--- config.mk ---
export PLATFORM = sky130hd
export DESIGN_NAME = m_edge_event_sender
export DESIGN_NICKNAME = d
export VERILOG_FILES = /design/src/rtl/m_edge_event_sender.sv
export SDC_FILE = /design/constraint.sdc
export NUM_CORES = 1
export LEC_CHECK = 0
export ABC_CLOCK_PERIOD_IN_PS = 3000
export BUFFER_PORTS_ARGS = -buffer_cell sky130_fd_sc_hd__buf_2
export CAP_MARGIN = 20
export CORE_MARGIN = 8
export CORE_UTILIZATION = 58
export DETAILED_ROUTE_END_ITERATION = 12
export GPL_TIMING_DRIVEN = 0
export MAX_ROUTING_LAYER = met4
export PLACE_DENSITY = 0.88
export SLEW_MARGIN = 10
export SYNTH_ARGS = -nofsm -noshare
export SYNTH_HDL_FRONTEND = slang
export SYNTH_SLANG_ARGS = --single-unit
--- constraint.sdc ---
create_clock -name clk -period 3 [get_ports clk]
set_input_delay 0.6 -clock clk [delete_from_list [all_inputs] [get_ports clk]]
set_output_delay 0.6 -clock clk [all_outputs]
set_load 0.02 [all_outputs]
--- src/rtl/m_edge_event_sender.sv ---
// Debounced per-channel edge detector: one-cycle event pulses, sticky
// pending flags and saturating per-channel event counters with a readout mux.
module m_edge_event_sender #(
  parameter int unsigned WIDTH    = 8,
  parameter int unsigned DEBOUNCE = 4,
  parameter int unsigned CNT_W    = 8
) (
  input  logic                                          clk,
  input  logic                                          rst,
  input  logic [WIDTH-1:0]                              in,
  input  logic [WIDTH-1:0]                              mode_rise,
  input  logic [WIDTH-1:0]                              mode_fall,
  output logic [WIDTH-1:0]                              out,
  output logic [WIDTH-1:0]                              pend,
  input  logic [WIDTH-1:0]                              pend_clr,
  input  logic [((WIDTH > 1) ? $clog2(WIDTH) : 1)-1:0]  cnt_sel,
  output logic [CNT_W-1:0]                              cnt_val,
  input  logic                                          cnt_clr
);

  localparam int unsigned SEL_W  = (WIDTH > 1) ? $clog2(WIDTH) : 1;
  localparam int unsigned DCNT_W = (DEBOUNCE > 1) ? $clog2(DEBOUNCE) : 1;
  localparam logic [DCNT_W-1:0] DCNT_MAX = DCNT_W'((DEBOUNCE > 0) ? DEBOUNCE - 1 : 0);
  localparam logic [CNT_W-1:0]  CNT_SAT  = '1;

  logic [WIDTH-1:0]  filt_q, filt_d;
  logic [WIDTH-1:0]  prev_q, prev_d;
  logic [WIDTH-1:0]  pend_q, pend_d;
  logic [DCNT_W-1:0] dcnt_q [WIDTH];
  logic [DCNT_W-1:0] dcnt_d [WIDTH];
  logic [CNT_W-1:0]  cnt_q  [WIDTH];
  logic [CNT_W-1:0]  cnt_d  [WIDTH];

  // Debounce: a changed input must persist DEBOUNCE sampling edges before filt follows.
  always_comb begin
    filt_d = filt_q;
    for (int i = 0; i < int'(WIDTH); i++) begin
      dcnt_d[i] = '0;
      if (DEBOUNCE == 0) begin
        filt_d[i] = in[i];
      end else if (in[i] == filt_q[i]) begin
        dcnt_d[i] = '0;
      end else if (dcnt_q[i] == DCNT_MAX) begin
        filt_d[i] = in[i];
      end else begin
        dcnt_d[i] = dcnt_q[i] + DCNT_W'(1);
      end
    end
    prev_d = filt_q;
  end

  // Edge events are combinational so mode changes act in the same cycle.
  assign out = (filt_q & ~prev_q & mode_rise) | (~filt_q & prev_q & mode_fall);

  // A new event wins over a simultaneous clear.
  always_comb begin
    pend_d = (pend_q & ~pend_clr) | out;
  end

  // Saturating counters; cnt_clr coinciding with an event leaves the count at 1.
  always_comb begin
    for (int i = 0; i < int'(WIDTH); i++) begin
      cnt_d[i] = cnt_q[i];
      if (cnt_clr) begin
        cnt_d[i] = out[i] ? CNT_W'(1) : '0;
      end else if (out[i] && (cnt_q[i] != CNT_SAT)) begin
        cnt_d[i] = cnt_q[i] + CNT_W'(1);
      end
    end
  end

  // Readout mux; unmatched selector values read as zero.
  always_comb begin
    cnt_val = '0;
    for (int i = 0; i < int'(WIDTH); i++) begin
      if (cnt_sel == SEL_W'(i)) begin
        cnt_val = cnt_q[i];
      end
    end
  end

  assign pend = pend_q;

  always_ff @(posedge clk) begin
    if (rst) begin
      filt_q <= '0;
      prev_q <= '0;
      pend_q <= '0;
      for (int i = 0; i < int'(WIDTH); i++) begin
        dcnt_q[i] <= '0;
        cnt_q[i]  <= '0;
      end
    end else begin
      filt_q <= filt_d;
      prev_q <= prev_d;
      pend_q <= pend_d;
      for (int i = 0; i < int'(WIDTH); i++) begin
        dcnt_q[i] <= dcnt_d[i];
        cnt_q[i]  <= cnt_d[i];
      end
    end
  end

endmodule
# Yosys cells after proc, flatten, opt, wreduce, memory -nomap -nowiden
# Memories as Yosys holds them, arrays and structs flattened.
# Cells that the tools add are included.
# W data, S select, Z words.
# totals
regBits,24
latch_bits,0
mem_bits_rw,80
mem_bits_ro,0
input_bits,38
out_inout_bits,24
wordCells,177
memories,2
# classes
n_addsub,16
mul,0
n_div,0
n_lt_le_gt_ge,0
n_eq_ne,31
shifts,0
mux,67
n_bitwise,34
n_reduce_logical,17
# memory_table
name,words,width,rd,rd_clocked_by_memory_dff,write_ports,line,rtl
cnt_q,8,8,8,0,8,31,logic [CNT_W-1:0] cnt_q [WIDTH];
dcnt_q,8,2,8,0,8,29,logic [DCNT_W-1:0] dcnt_q [WIDTH];
# ops
op,n
$mux W8,32
$add A8 B1 Y8 const B,8
$ne A8 B8 Y1 const B,8
$mux W2,24
$and A8 B8 Y8,5
$not A8 Y8,3
$add A2 B1 Y2 const B,8
$eq A2 B2 Y1 const B,8
$or A1 B1 Y1,16
$or A8 B8 Y8,2
$reduce_and A2 Y1,8
$eq A3 B3 Y1 const B,4
$mux W1,11
$eq A1 B1 Y1,8
$logic_and A1 B1 Y1,8
$not A1 Y1,8
$eq A3 B2 Y1 const B,2
$eq A3 B1 Y1 const B,1
$logic_not A3 Y1,1

# Logic depth before layout (Yosys ltp)
# depth
ltp_word,9
ltp_mapped,6
ltp_nobuf,5

# Worst setup path before layout
# Ideal clock, no wire load.
# synth_path
path_kind,input -> output
startpoint,input port cnt_sel[1] (netlist bit)
endpoint,output port cnt_val[3]
arrival_ns,1.944
t_required_ns,2.400
setup_slack_ns,0.456
stages,4
n_path_buf,2
path_cell_list,buf_2 -> buf_2 -> mux4_2 -> mux2_2
# synth_via
elab_chain_len,9
word_cells_on_any_way,16
cone_classes,eq/ne: 7; mux: 8; reduce/logical: 1
# synth_lines
element,line,rtl
start: declaration,16,"input logic [((WIDTH > 1) ? $clog2(WIDTH) : 1)-1:0] cnt_sel,"
$logic_not A3 Y1,76,if (cnt_sel == SEL_W'(i)) begin
$mux W8 (7 in series),76,
$mux W8 (*),76,
end: declaration,17,"output logic [CNT_W-1:0] cnt_val,"
# Mark *: on every way between the ends. The rest lies on a longest branch, timed or not.

# Final worst setup path
# layout_path
startpoint,input port cnt_sel[1] (netlist bit)
endpoint,output port cnt_val[4]
# The elaborated chain is that of the path after synthesis.

==> results.cfg <==
[run_status]
outcome = finished, final reports clean

[worst_setup_path]
path_class = in -> out
critPathMaxStageDelay_ns = 0.57
slowest_stage = mux4_2
worstPathCellList = buf_2 > buf_2 > mux4_2 > mux2_2 > buf_2
required_ns = 2.40
worst_setup_path_start_kind = input port
cp_max_fo = 10
arrival_ns = 2.19
path_common_cell = buf_2
end_kind = output port

[timing]
fin_ws_ns = 0.214
setup-violations-final = 0
rsz0062_at_grt = no
hold_viol = 0
fmax_mhz = 359
setup_tns_ns = 0
period_needed_ns = 2.79
fin_skew_ns = 0.0183
slew_headroom = 0.474
finalCritPeriodShare = 0.929
whs_ns = 0.430
worst_slew_pin_slew_ns = 0.789
drv_slew = 0

[flow_run]
maxCapViolCount = 0

[place]
dp_cells = 744
gp_congestion = 0.966
io_buffers = 58
placed_area_um2 = 5730
post-place-ws_ns = 0.210
dpl.hpwl_um = 10400

[grt]
antenna_found_initial = 0
overflow = 0
grt_max_degree = 20
grt_usage = 0.233
first_global_vias = 4726
grt_pass1_wl_um = 23000

[yosys]
ys_types = 59
async_flop_share = 0
synth_nets = 629
syn_avg_cell_area_um2 = 9.22
syn_inst = 575
syn_area_um2 = 5300
ys_seq_area_frac = 0.393
synth-edff-count = 0
synth-main-ff-cell = dfxtp_1
yosysWarnings = 0
ys_ff_latch = 104

[drt]
drtPass1Iterations = 5
wl_per_cell_um = 18.5
detail_route.vias_per_cell = 6.52
wl_um = 14100
vias = 4953
ant_nets = 0
first_iter_violations = 512
route.detailed.drc = 0

[power]
leakage_nw = 2.30
p_total_mw = 2.40
powerDensity_nw_per_um2 = 406
irDropWorstVdd_uv = 198

[floorplan]
core_um2 = 9060
fp.dieW_um = 112
start_util = 0.585
io_pins = 62
die_area_um2 = 12500
rows = 35
die_h_um = 112

[cells_and_area]
layout.nets = 698
fin_cells = 760
final_cell_mix = dfxtp_1, buf_2, nor2_1
final_util = 0.653
area_delta_synth_final_pct = 11.6
final_common_cell = dfxtp_1
final_cell_area_um2 = 5920
drive_gt1_frac = 0.174
insertedDiodeCount = 0
fill_cells = 742

[clock_network]
cts_sinks = 104
numCtsBuffers = 9
cts_root_buf = clkbuf_8
ctsResizeCount = 0
clkSlewWorstSetupHoldPaths_ns = 0.12
cts.path.max_buffers = 2
htreeDepth = 3
cts_setup_buffers = 0
cts_hold_buf = 0
cts_tree = done
clkLatencyLatePin_ns = 0.39

[worst_hold_path]
worst_hold_path_type = reg -> reg
## synthesized netlist by cell type (all sizes together), types with 4 or more instances
cell    count  area share
o21ai      19       0.018
o31ai       8       0.011
a21oi      44       0.042
nand3      27       0.025
nor2       51       0.036
nor2b      13       0.015
clkbuf     17       0.012
a211oi      9       0.013
o41ai       4      0.0066
inv        23       0.016
a31oi      12       0.014
and3b       6      0.0099
nand4      11       0.013
or3        21       0.025
and4        7       0.012
ha         16       0.038
dfxtp     104        0.39
xnor2       9       0.015
buf         7      0.0061
mux4       16       0.068
nand2b      5      0.0059
and2        5      0.0059
and3       13       0.015
a31o        4      0.0066
nor3        7      0.0066
mux2        8       0.017
or4         7      0.0099
nand3b     15       0.026
nand2      33       0.023
mux2i      15       0.028
## per-layer routing
layer  vias to the layer above  wire [µm]  share of wire  GRT usage
met2                       262       6510           0.46      0.367
met3                        32       1350          0.096     0.0487
met1                      2359       5880           0.42      0.285
met5                         -          0              0          -
li1                       2300          -              -          -
met4                         0        347          0.025     0.0939
## kinds of logic after synthesis
| family | count (synthesis) | share of synthesized area |
|---|---|---|
| mux | 39 | 0.113 |
| fa+ha+maj | 16 | 0.0378 |
| flops | 104 | 0.393 |
| xor+xnor | 9 | 0.0149 |
| buf+inv | 47 | 0.0347 |
| simple gates | 230 | 0.244 |
| compound gates | 130 | 0.163 |
## final timing paths
check / from / end / slack [ns] / cells after the start
worst max-delay path: cnt_sel[1] / cnt_val[4] / 0.21 / 5
worst max register to register: cnt_q[0][0] / cnt_q[0][7] / 1.12 / 6
worst min-delay path: dcnt_q[0][4] / dcnt_q[0][4] / 0.43 / 1
worst min register to register: dcnt_q[0][4] / dcnt_q[0][4] / 0.43 / 1
## power breakdown
part / total [mW] / leakage (nW) / switching [mW] / internal [mW]
combinational: 0.140 / 1.36 / 0.0861 / 0.0542
clock: 0.862 / 0.0957 / 0.537 / 0.325
sequential: 1.40 / 0.840 / 0.00785 / 1.39
## layout make-up
type	count	area (µm²)	share of cell area
multi-input combinational	424	3040	0.513
sequential	104	2080	0.352
timing repair buffer	58	290	0.0491
tap	111	139	0.0235
clock buffer	10	128	0.0216
buffer	24	97.6	0.0165
inverter	23	86.3	0.0146
clock inverter	6	57.6	0.00973
## flip-flops by register name, summed over array words and instances, names as in the netlist
register  flops
pend          8
cnt_q        64
dcnt_q       16
prev_q        8
filt_q        8
## critical path, delay by kind of cell
| kind | cells | cell delay [ns] |
|---|---|---|
| mux | 2 | 0.87 |
| buf+inv | 3 | 0.70 |
Power figures use the tool's default switching activity.
